## src/rtl/mem_arbiter_if.sv

```systemverilog
// rtl/mem_arbiter_if.sv - fetch, load/store and RAM signals shared by mem_arbiter
interface mem_arbiter_if #(
    parameter int ADDR_W = 64,
    parameter int DATA_W = 64
);
    logic              i_addr_valid;
    logic [ADDR_W-1:0] i_addr;
    logic [DATA_W-1:0] i_data;
    logic              i_data_valid;

    logic              d_addr_valid;
    logic              d_we;
    logic [ADDR_W-1:0] d_addr;
    logic [DATA_W-1:0] d_wdata;
    logic [DATA_W-1:0] d_rdata;
    logic              d_ready;

    logic              m_cs;
    logic              m_we;
    logic [ADDR_W-1:0] m_addr;
    logic [DATA_W-1:0] m_din;
    logic [DATA_W-1:0] m_dout;

    // Arbiter side: takes requests and RAM read data, drives responses and RAM issue.
    modport slave (
        input  i_addr_valid, i_addr, d_addr_valid, d_we, d_addr, d_wdata, m_dout,
        output i_data, i_data_valid, d_rdata, d_ready, m_cs, m_we, m_addr, m_din
    );

    // Environment side: pipeline requesters plus the RAM.
    modport master (
        output i_addr_valid, i_addr, d_addr_valid, d_we, d_addr, d_wdata, m_dout,
        input  i_data, i_data_valid, d_rdata, d_ready, m_cs, m_we, m_addr, m_din
    );
endinterface

```

## src/rtl/mem_arbiter.sv

```systemverilog
// rtl/mem_arbiter.sv - fetch/data arbiter in front of one single-port synchronous RAM
module mem_arbiter #(
    parameter int ADDR_W      = 64,
    parameter int DATA_W      = 64,
    parameter int MAX_DSTREAK = 4
) (
    input  logic          clk,
    input  logic          rst,
    mem_arbiter_if.slave  bus
);
    localparam int SW = $clog2(MAX_DSTREAK + 1);
    localparam logic [SW-1:0] STREAK_MAX = SW'(MAX_DSTREAK);

    typedef enum logic [1:0] {
        IDLE   = 2'd0,
        I_WAIT = 2'd1,
        D_WAIT = 2'd2
    } state_t;

    state_t          state_q, state_d;
    logic [SW-1:0]   dstreak_q, dstreak_d;
    logic            i_elig, d_elig;
    logic            grant_i, grant_d;

    always_ff @(posedge clk or posedge rst) begin
        if (rst) begin
            state_q   <= IDLE;
            dstreak_q <= '0;
        end else begin
            state_q   <= state_d;
            dstreak_q <= dstreak_d;
        end
    end

    assign bus.i_data  = bus.m_dout;
    assign bus.d_rdata = bus.m_dout;

    always_comb begin
        state_d          = IDLE;
        dstreak_d        = dstreak_q;
        bus.m_cs         = 1'b0;
        bus.m_we         = 1'b0;
        bus.m_addr       = '0;
        bus.m_din        = '0;
        bus.i_data_valid = 1'b0;
        bus.d_ready      = 1'b0;

        // A port receiving its read response this cycle cannot be granted again.
        i_elig  = bus.i_addr_valid && (state_q != I_WAIT) && !rst;
        d_elig  = bus.d_addr_valid && (state_q != D_WAIT) && !rst;
        grant_i = i_elig && (!d_elig || (dstreak_q == STREAK_MAX));
        grant_d = d_elig && !grant_i;

        if (grant_i) begin
            state_d    = I_WAIT;
            bus.m_cs   = 1'b1;
            bus.m_addr = ADDR_W'(bus.i_addr);
        end else if (grant_d) begin
            state_d    = bus.d_we ? IDLE : D_WAIT;
            bus.m_cs   = 1'b1;
            bus.m_we   = bus.d_we;
            bus.m_addr = ADDR_W'(bus.d_addr);
            bus.m_din  = bus.d_we ? DATA_W'(bus.d_wdata) : '0;
        end

        bus.i_data_valid = (state_q == I_WAIT);
        bus.d_ready      = (state_q == D_WAIT) || (grant_d && bus.d_we);

        // Streak only matters while a fetch is waiting; it resets as soon as fetch is served or gone.
        if (!bus.i_addr_valid || grant_i) begin
            dstreak_d = '0;
        end else if (grant_d && (dstreak_q != STREAK_MAX)) begin
            dstreak_d = dstreak_q + 1'b1;
        end
    end
endmodule

```

## src/flat_wrapper.sv

```systemverilog
// flat-port wrapper written by rule: the top's interface ports become plain ports
module mem_arbiter_flat 
#(
    parameter int ADDR_W      = 64,
    parameter int DATA_W      = 64,
    parameter int MAX_DSTREAK = 4
)
  (clk, rst, bus_i_addr_valid, bus_i_addr, bus_d_addr_valid, bus_d_we, bus_d_addr, bus_d_wdata, bus_m_dout, bus_i_data, bus_i_data_valid, bus_d_rdata, bus_d_ready, bus_m_cs, bus_m_we, bus_m_addr, bus_m_din);
  mem_arbiter_if #(.ADDR_W(ADDR_W), .DATA_W(DATA_W)) bus_i ();
  input  logic clk;
  input  logic rst;
  input wire logic [$bits(bus_i.i_addr_valid)-1:0] bus_i_addr_valid;
  input wire logic [$bits(bus_i.i_addr)-1:0] bus_i_addr;
  input wire logic [$bits(bus_i.d_addr_valid)-1:0] bus_d_addr_valid;
  input wire logic [$bits(bus_i.d_we)-1:0] bus_d_we;
  input wire logic [$bits(bus_i.d_addr)-1:0] bus_d_addr;
  input wire logic [$bits(bus_i.d_wdata)-1:0] bus_d_wdata;
  input wire logic [$bits(bus_i.m_dout)-1:0] bus_m_dout;
  output wire logic [$bits(bus_i.i_data)-1:0] bus_i_data;
  output wire logic [$bits(bus_i.i_data_valid)-1:0] bus_i_data_valid;
  output wire logic [$bits(bus_i.d_rdata)-1:0] bus_d_rdata;
  output wire logic [$bits(bus_i.d_ready)-1:0] bus_d_ready;
  output wire logic [$bits(bus_i.m_cs)-1:0] bus_m_cs;
  output wire logic [$bits(bus_i.m_we)-1:0] bus_m_we;
  output wire logic [$bits(bus_i.m_addr)-1:0] bus_m_addr;
  output wire logic [$bits(bus_i.m_din)-1:0] bus_m_din;
  assign bus_i.i_addr_valid = bus_i_addr_valid;
  assign bus_i.i_addr = bus_i_addr;
  assign bus_i.d_addr_valid = bus_d_addr_valid;
  assign bus_i.d_we = bus_d_we;
  assign bus_i.d_addr = bus_d_addr;
  assign bus_i.d_wdata = bus_d_wdata;
  assign bus_i.m_dout = bus_m_dout;
  assign bus_i_data = bus_i.i_data;
  assign bus_i_data_valid = bus_i.i_data_valid;
  assign bus_d_rdata = bus_i.d_rdata;
  assign bus_d_ready = bus_i.d_ready;
  assign bus_m_cs = bus_i.m_cs;
  assign bus_m_we = bus_i.m_we;
  assign bus_m_addr = bus_i.m_addr;
  assign bus_m_din = bus_i.m_din;
  mem_arbiter #(.ADDR_W(ADDR_W), .DATA_W(DATA_W), .MAX_DSTREAK(MAX_DSTREAK)) u_core (.clk(clk), .rst(rst), .bus(bus_i));
endmodule
```

## config.mk

```make
export PLATFORM = sky130hd
export DESIGN_NAME = mem_arbiter_flat
export DESIGN_NICKNAME = d
export VERILOG_FILES = /design/src/rtl/mem_arbiter_if.sv /design/src/rtl/mem_arbiter.sv /design/src/flat_wrapper.sv
export SDC_FILE = /design/constraint.sdc
export NUM_CORES = 1
export LEC_CHECK = 0
export CAP_MARGIN = 20
export CORE_AREA = 2 2 204 206
export DETAILED_ROUTE_END_ITERATION = 16
export DIE_AREA = 0 0 206 208
export PLACE_DENSITY = 0.33
export SYNTH_ARGS = -nofsm -noshare
export SYNTH_HDL_FRONTEND = slang
export SYNTH_SLANG_ARGS = --single-unit
```

## constraint.sdc

```tcl
create_clock -name clk -period 1.8 [get_ports clk]
set_input_delay 0.18 -clock clk [delete_from_list [all_inputs] [get_ports clk]]
set_output_delay 0.18 -clock clk [all_outputs]
set_load 0.05 [all_outputs]
```

==> results.sh <==
export IMPL_rows=74
export IMPL_numCtsBuffers=3
export IMPL_cts_tree="built"
export IMPL_synth_edff_count=0
export IMPL_syn_avg_cell_area_um2=7.79
export IMPL_yosys_area_top_type_share_pct=38.7
export IMPL_drt_first_pass_iters=4
export IMPL_drt_met1_wl_um=5050
export IMPL_relSlewSlack_pct=78.9
export IMPL_top_layer="met5"
export IMPL_grt_pass1_vias=3420
export IMPL_cts_root_buf="clkbuf_16"
export IMPL_ant_nets=0
export IMPL_rr_startpoint="u_core.dstreak_q[0]"
export IMPL_synthArstFlopShare_pct=100
export IMPL_antenna_found_initial=0
export IMPL_grt_pass1_wl_um=21800
export IMPL_io_buffer_count=328
export IMPL_routed_wl_met3_um=2530
export IMPL_wl_per_cell_um=15.6
export IMPL_final_setup_worst_slack_ns=-0.358
export IMPL_antennaDiodeCount=0
export IMPL_crit_type="reg2out"
export IMPL_leakage_uw=0.00305
export IMPL_crit_path_start="u_core.dstreak_q[0]"
export IMPL_seq_area_um2=125
export IMPL_place_gp_congestion=0.685
export IMPL_cp_max_fo=18
export IMPL_slowest_stage="dfrtp_1"
export IMPL_worstPathRequired_ns=1.62
export IMPL_netlist_instances=321
export IMPL_cts_sinks=5
export IMPL_fmax_mhz=463
export IMPL_ys_top_cells_by_area="buf_4 39%, a22o_1 22%, and3_1 16%, buf_6 7.2%, dfrtp_1 5.0%"
export IMPL_final_layout_size_suffix_gt1_share_pct=57.1
export IMPL_core_mm2=0.0406
export IMPL_finish_utilization_pct=19.1
export IMPL_drv_cap=0
export IMPL_fin_crit_sh_pct=120
export IMPL_cp_arrival_ns=1.98
export IMPL_vias=3212
export IMPL_synth_area_mm2=0.00250
export IMPL_yosysMostFrequentCell="buf_4"
export IMPL_dr_first_iter_drc_count=88
export IMPL_endpoint_kind="output pin"
export IMPL_hold_buffers=0
export IMPL_die_w_um=206
export IMPL_yosysTopAreaCell="buf_4"
export IMPL_dr_wl_met2_um=8690
export IMPL_cp_start_kind="register"
export IMPL_hpwl_um=13900
export IMPL_rsz0062_at_grt="yes"
export IMPL_max_slew_worst_pin_slew_ns=0.316
export IMPL_routed_via_density=3.01
export IMPL_clockBufferDepth=2
export IMPL_finalHoldViolations=0
export IMPL_track_usage_pct=6.67
export IMPL_htreeDepth=1
export IMPL_slew_violations=0
export IMPL_slowest_delay_ns=0.38
export IMPL_multi_input_comb_area_mm2=0.00178
export IMPL_dp_cells=1058
export IMPL_final_cells=1068
export IMPL_start_util_pct=6.16
export IMPL_violations="negative setup slack"
export IMPL_synthFlopType="dfrtp_1"
export IMPL_clk_pin_slew_worst_paths_ns=0.03
export IMPL_io_pins=521
export IMPL_die_area_mm2=0.0428
export IMPL_area_growth_pct=210
export IMPL_vdd_drop_max_v=0.000205
export IMPL_finalSetupViolations=130
export IMPL_r2r_slack_ns=0.22
export IMPL_synth_cells_most_frequent="129 x buf_4, 64 x a22o_1, 64 x and3_1"
export IMPL_ys_warn_count=0
export IMPL_synth_seq_area_share_pct=5.01
export IMPL_n_fill_cell=4450
export IMPL_syn_num_nets=584
export IMPL_layout_nets=800
export IMPL_grt_start_max_net_pins=58
export IMPL_wirelength_um=16600
export IMPL_grt_remaining_overflow=0
export IMPL_yosysUniqueCellTypes=22
export IMPL_hold_class="in2async"
export IMPL_status="finished, violations left"
export IMPL_clk_latency_ns=0.23
export IMPL_crit_top_cell="buf_12"
export IMPL_power_density_mw_per_mm2=343
export IMPL_skew_ns=0.00178
export IMPL_worstPathCellList="inv_2, ha_4, nand2_4, o311a_4, buf_12, buf_12, a22o_2, buf_12"
export IMPL_die_y_um=208
export IMPL_drc_errors=0
export IMPL_ys_ff_latch=5
export IMPL_period_needed_ns=2.16
## flip-flops by register name (all words and copies together) (netlist names)
name	cells
u_core.dstreak_q	3
u_core.state_q	2
## through the flow
step / hold WS (ns) / setup slack [ns] / total power, uW / cell area (um^2) / setup TNS [ns]
2_1_floorplan: -0.0415 / -0.0508 / 1730 / 2730 / -2.31
6_report: 0.0886 / -0.358 / 2660 / 7740 / -40.55
4_1_cts: 0.360 / -0.366 / 2620 / 7440 / -38.58
3_3_place_gp: 0.360 / -0.356 / 2210 / 7190 / -35.19
3_5_place_dp: 0.360 / -0.361 / 2210 / 7190 / -35.76
5_1_grt: 0.123 / -0.397 / 2760 / 7740 / -46.72
## final cells by class
cell class,instances,share of cell area [%]
timing repair buffer,368,65.7
inverter,3,0.145
clock buffer,4,1.02
tap,532,8.60
multi-input combinational,156,23.0
sequential,5,1.62
## per-layer routing
layer  vias to the layer above  GRT usage [%]
met4                         2           1.75
met2                       301           13.0
met1                      1413           6.01
met3                        40           3.16
met5                         -          0.691
li1                       1456              -
## path summary, 6_finish.rpt
| check | endpoint | cells after the start |
|---|---|---|
| max in group asynchronous | u_core.dstreak_q[0] | 3 |
| min in group clk | bus_d_rdata[24] | 0 |
| setup / recovery | bus_m_addr[18] | 8 |
| hold / removal | u_core.dstreak_q[2] | 3 |
| hold reg to reg | u_core.dstreak_q[1] | 3 |
| setup reg to reg | u_core.state_q[1] | 7 |
## kinds of logic after synthesis
| kind of cell | count (synthesis) | share of synthesized area (%) |
|---|---|---|
| compound gates | 72 | 25.3 |
| fa+ha+maj | 2 | 1.00 |
| buf+inv | 160 | 48.2 |
| flops | 5 | 5.01 |
| mux | 3 | 1.20 |
| simple gates | 79 | 19.2 |
## where the power goes
part	switching (uW)	internal, uW	total [uW]	leakage, uW
Sequential	2.79	117	120	0.0000681
Clock	70.5	293	364	0.0000382
Combinational	962	1210	2170	0.00295
Total	1040	1620	2660	0.00305
## worst max-delay path: cells and delay by family (launching register included)
kind            cells  cell delay [ns]
fa+ha+maj           1             0.15
buf+inv             4             0.55
compound gates      2             0.58
flops               1             0.38
simple gates        1             0.07
## repair_timing
action / 4_1_cts / 5_1_grt
endpoints found under the setup margin: 130 / 130
endpoints found under the hold margin: 0 / 0
setup buffers: 0 / 3
cloned: 0 / 3
pin swaps: 12 / 4
gates resized for setup: 35 / 45
## layout by cell type (no fill, tap or decap), types with 2 or more instances in the layout
cell type        count
and3_1               7
and3_4              51
o22ai_1              2
clkbuf_16            4
dfrtp_1              5
buf_4               25
inv_1                2
buf_12             142
buf_6                2
nand2b_1             2
nand2_1              2
dlymetal6s2s_1       2
a22o_4              28
a22o_2              36
o211ai_1             3
nor2b_1              3
clkdlybuf4s50_1    193
mux2i_1              3
and3_2               6
nand3_1              2
No activity file was read; power rests on OpenSTA's default activity.
==> patch (same flow settings) <==
`MAX_DSTREAK` is set to 4 in 2 places; all go to 2.
--- a/src/rtl/mem_arbiter.sv
+++ b/src/rtl/mem_arbiter.sv
@@ -2,7 +2,7 @@
 module mem_arbiter #(
     parameter int ADDR_W      = 64,
     parameter int DATA_W      = 64,
-    parameter int MAX_DSTREAK = 4
+    parameter int MAX_DSTREAK = 2
 ) (
     input  logic          clk,
     input  logic          rst,
--- a/src/flat_wrapper.sv
+++ b/src/flat_wrapper.sv
@@ -3,7 +3,7 @@
 #(
     parameter int ADDR_W      = 64,
     parameter int DATA_W      = 64,
-    parameter int MAX_DSTREAK = 4
+    parameter int MAX_DSTREAK = 2
 )
   (clk, rst, bus_i_addr_valid, bus_i_addr, bus_d_addr_valid, bus_d_we, bus_d_addr, bus_d_wdata, bus_m_dout, bus_i_data, bus_i_data_valid, bus_d_rdata, bus_d_ready, bus_m_cs, bus_m_we, bus_m_addr, bus_m_din);
   mem_arbiter_if #(.ADDR_W(ADDR_W), .DATA_W(DATA_W)) bus_i ();
Check against the original RTL: not equivalent (Yosys sat finds a counterexample within 4 cycles, from zero or initial values and one cycle with rst high).
==> patch against the unedited design <==
  * The run still ends with negative setup slack left
  * Count of clock-buffer cells in the layout down 1
  * Sequential cell count down 1
  * Via count down 4.8%
  * Wire length up 0.85%
  * Total power up 1.6%
  * Final cell count down 0.66%
  * Setup slack better by 0.10 ns
  * Critical path type unchanged
  * Synthesized cell count down 2.2%
  * Final area down 1.1%
  * Area after synthesis down 6.6%
  * First-iteration DRC count down 22%
==> patch: results (changes against the unedited design) <==
Crit Reg-Reg Startpoint - u_core.dstreak_q[1] (was u_core.dstreak_q[0])
Routability Congestion - 0.711 (was 0.685)
total iterations of the first detailed-routing run - 4 (unchanged)
drt wl/cell - 15.8 um (was 15.6 um)
Worst path max stage delay - 0.37 ns
net switching power figure - 1.07 mW (was 1.04 mW)
vias after detailed routing - 3059 (was 3212)
share of the synthesized area in the top cell type - 41.1% (was 38.7%)
Final WS setup - -0.253 ns (was -0.358 ns)
fraction of final layout cells sized beyond drive strength 1 - 59.7% (was 57.1%)
most used standard cells in the synthesized netlist - sky130_fd_sc_hd__buf_4, sky130_fd_sc_hd__and3_1, sky130_fd_sc_hd__a22o_1, sky130_fd_sc_hd__buf_2, sky130_fd_sc_hd__clkbuf_1 (was sky130_fd_sc_hd__buf_4, sky130_fd_sc_hd__a22o_1, sky130_fd_sc_hd__and3_1, sky130_fd_sc_hd__buf_6, sky130_fd_sc_hd__clkbuf_1)
maximum number of pins on one net before global-route repair - 39 (was 58)
final net count - 793 (was 800)
Starting DRT DRC Count - 69 (was 88)
cell depth of the worst flop-to-flop path - 6 (was 7)
worst reg2reg path endpoint - u_core.dstreak_q[1] (was u_core.state_q[1])
measured slew at the worst slew-check pin - 0.352 ns (was 0.316 ns)
Top Registers - u_core.dstreak_q x2, u_core.state_q x2 (was u_core.dstreak_q x3, u_core.state_q x2)
highest fanout seen on the critical path - 10 (was 18)
Skew-Pair Late Insertion Delay - 0.22 ns
number of inserted diodes - 0 (unchanged)
worst setup path end - bus_m_addr[38] (was bus_m_addr[18])
number of global-route vias before repair - 3423 (was 3420)
number of warnings reported in the yosys synthesis log - 0 (unchanged)
initial antenna violation count - 0 (unchanged)
violated checks - negative setup slack (unchanged)
count of endpoints failing setup in the final report - 130 (unchanged)
CTS Root Buffer Type - sky130_fd_sc_hd__clkbuf_16 (unchanged)
status - finished with violations (unchanged)
biggest area contributors in the synthesized netlist - sky130_fd_sc_hd__buf_4, sky130_fd_sc_hd__a22o_1, sky130_fd_sc_hd__and3_1, sky130_fd_sc_hd__dfrtp_1, sky130_fd_sc_hd__buf_2 (was sky130_fd_sc_hd__buf_4, sky130_fd_sc_hd__a22o_1, sky130_fd_sc_hd__and3_1, sky130_fd_sc_hd__buf_6, sky130_fd_sc_hd__dfrtp_1)
Clock Skews - 0.00160 ns (was 0.00178 ns)
leak pwr - 2.95 nW (was 3.05 nW)
HPWL after detailed placement - 13.7 mm (was 13.9 mm)
number of buffers between clock root and the deepest sink - 2 (unchanged)
Peak VDD IR - 0.225 mV (was 0.205 mV)
signal arrival time at the worst endpoint - 1.87 ns (was 1.98 ns)
layout filler cell count - 4463 (was 4450)
net count after synthesis - 576 (was 584)
count of different cell masters after synthesis - 22 (unchanged)
setup slack of the most critical reg-to-reg path - 0.25 ns (was 0.22 ns)
part of the Yosys area used for sequential elements - 4.28% (was 5.01%)
aggregate global-route resource usage - 7.12% (was 6.67%)
port bufs - 328 (unchanged)
global-route wire length before repair - 23.1 mm (was 21.8 mm)
TNS Setup - -28.19 ns (was -40.55 ns)
patch: cell types whose count changed after synthesis, moves of 3 or more:
cell,before,now
sky130_fd_sc_hd__buf_6,16,4
sky130_fd_sc_hd__mux2i_1,3,0
sky130_fd_sc_hd__o211ai_1,3,0
sky130_fd_sc_hd__buf_2,1,13
patch: how the worst min path moves through the flow:
| stage | slack (ns) | cells past startpoint | endpoint |
|---|---|---|---|
| after floorplan | -0.05 | 1 | u_core.dstreak_q[0] |
| after global placement | 0.36 | 0 | bus_d_rdata[50] |
| after detailed placement | 0.36 | 0 | bus_d_rdata[50] |
| after CTS | 0.31 | 3 | u_core.dstreak_q[1] |
| after global routing | 0.34 | 3 | u_core.state_q[1] |
| final | 0.31 | 3 | u_core.state_q[1] |
patch: cell type report:
class | count | area [sq um] | share of cell area, %
Inverter | 4 | 15.0 | 0.196
Clock buffer | 3 | 75.1 | 0.980
Multi-Input combinational cell | 149 | 1690 | 22.1
Tap cell | 532 | 666 | 8.69
Timing Repair Buffer | 369 | 5110 | 66.7
Sequential cell | 4 | 100 | 1.31
patch: power groups by stage:
stage,Sequential (mW),Combinational (mW),Clock [mW]
after floorplan,0.101,1.65,0
after global placement,0.101,2.17,0
after detailed placement,0.101,2.17,0
after CTS,0.101,2.23,0.355
after global routing,0.102,2.35,0.361
final,0.101,2.25,0.348
patch: metrics by stage:
stage,cell area (sq um),hold slack (ns),std cells
floorplan,2760,-0.0486,314
global placement,7220,0.361,1050
detailed placement,7220,0.361,1050
CTS,7490,0.310,1055
global route,7660,0.342,1061
finish,7660,0.307,1061
patch: layer usage:
| metal | global-route usage [%] | part of all wire [%] | up-vias |
|---|---|---|---|
| li1 | - | - | 1427 |
| met1 | 7.72 | 36 | 1371 |
| met2 | 12.8 | 51 | 212 |
| met3 | 2.63 | 10 | 49 |
| met4 | 2.00 | 2.5 | 0 |
| met5 | 0 | 0 | - |
patch: critical path, delay by kind of cell (launching register included):
family	cells	cell delay [ns]
and+or+nand+nor	2	0.15
AOI/OAI and AO/OA	2	0.41
DFF	1	0.37
buffers and inverters	4	0.55
adders and majority gates	1	0.16
patch: kinds of logic after synthesis:
kind of cell	Yosys count	synth area share, %
buffers and inverters	161	48.4
AO/OA/AOI/OAI	70	25.9
XOR/XNOR	1	0.375
flip-flops	4	4.29
AND/OR/NAND/NOR	77	20.5
adder cells (fa/ha/maj)	1	0.536
patch: repair_timing:
item / in CTS / in global routing
endpoints found under the hold margin: 0 / 0
hold buffers: 0 / 0
pin swaps: 15 / 6
endpoints found under the setup margin: 130 / 130
gates resized for setup: 36 / 17
setup buffers: 1 / 3
cloned: 2 / 3
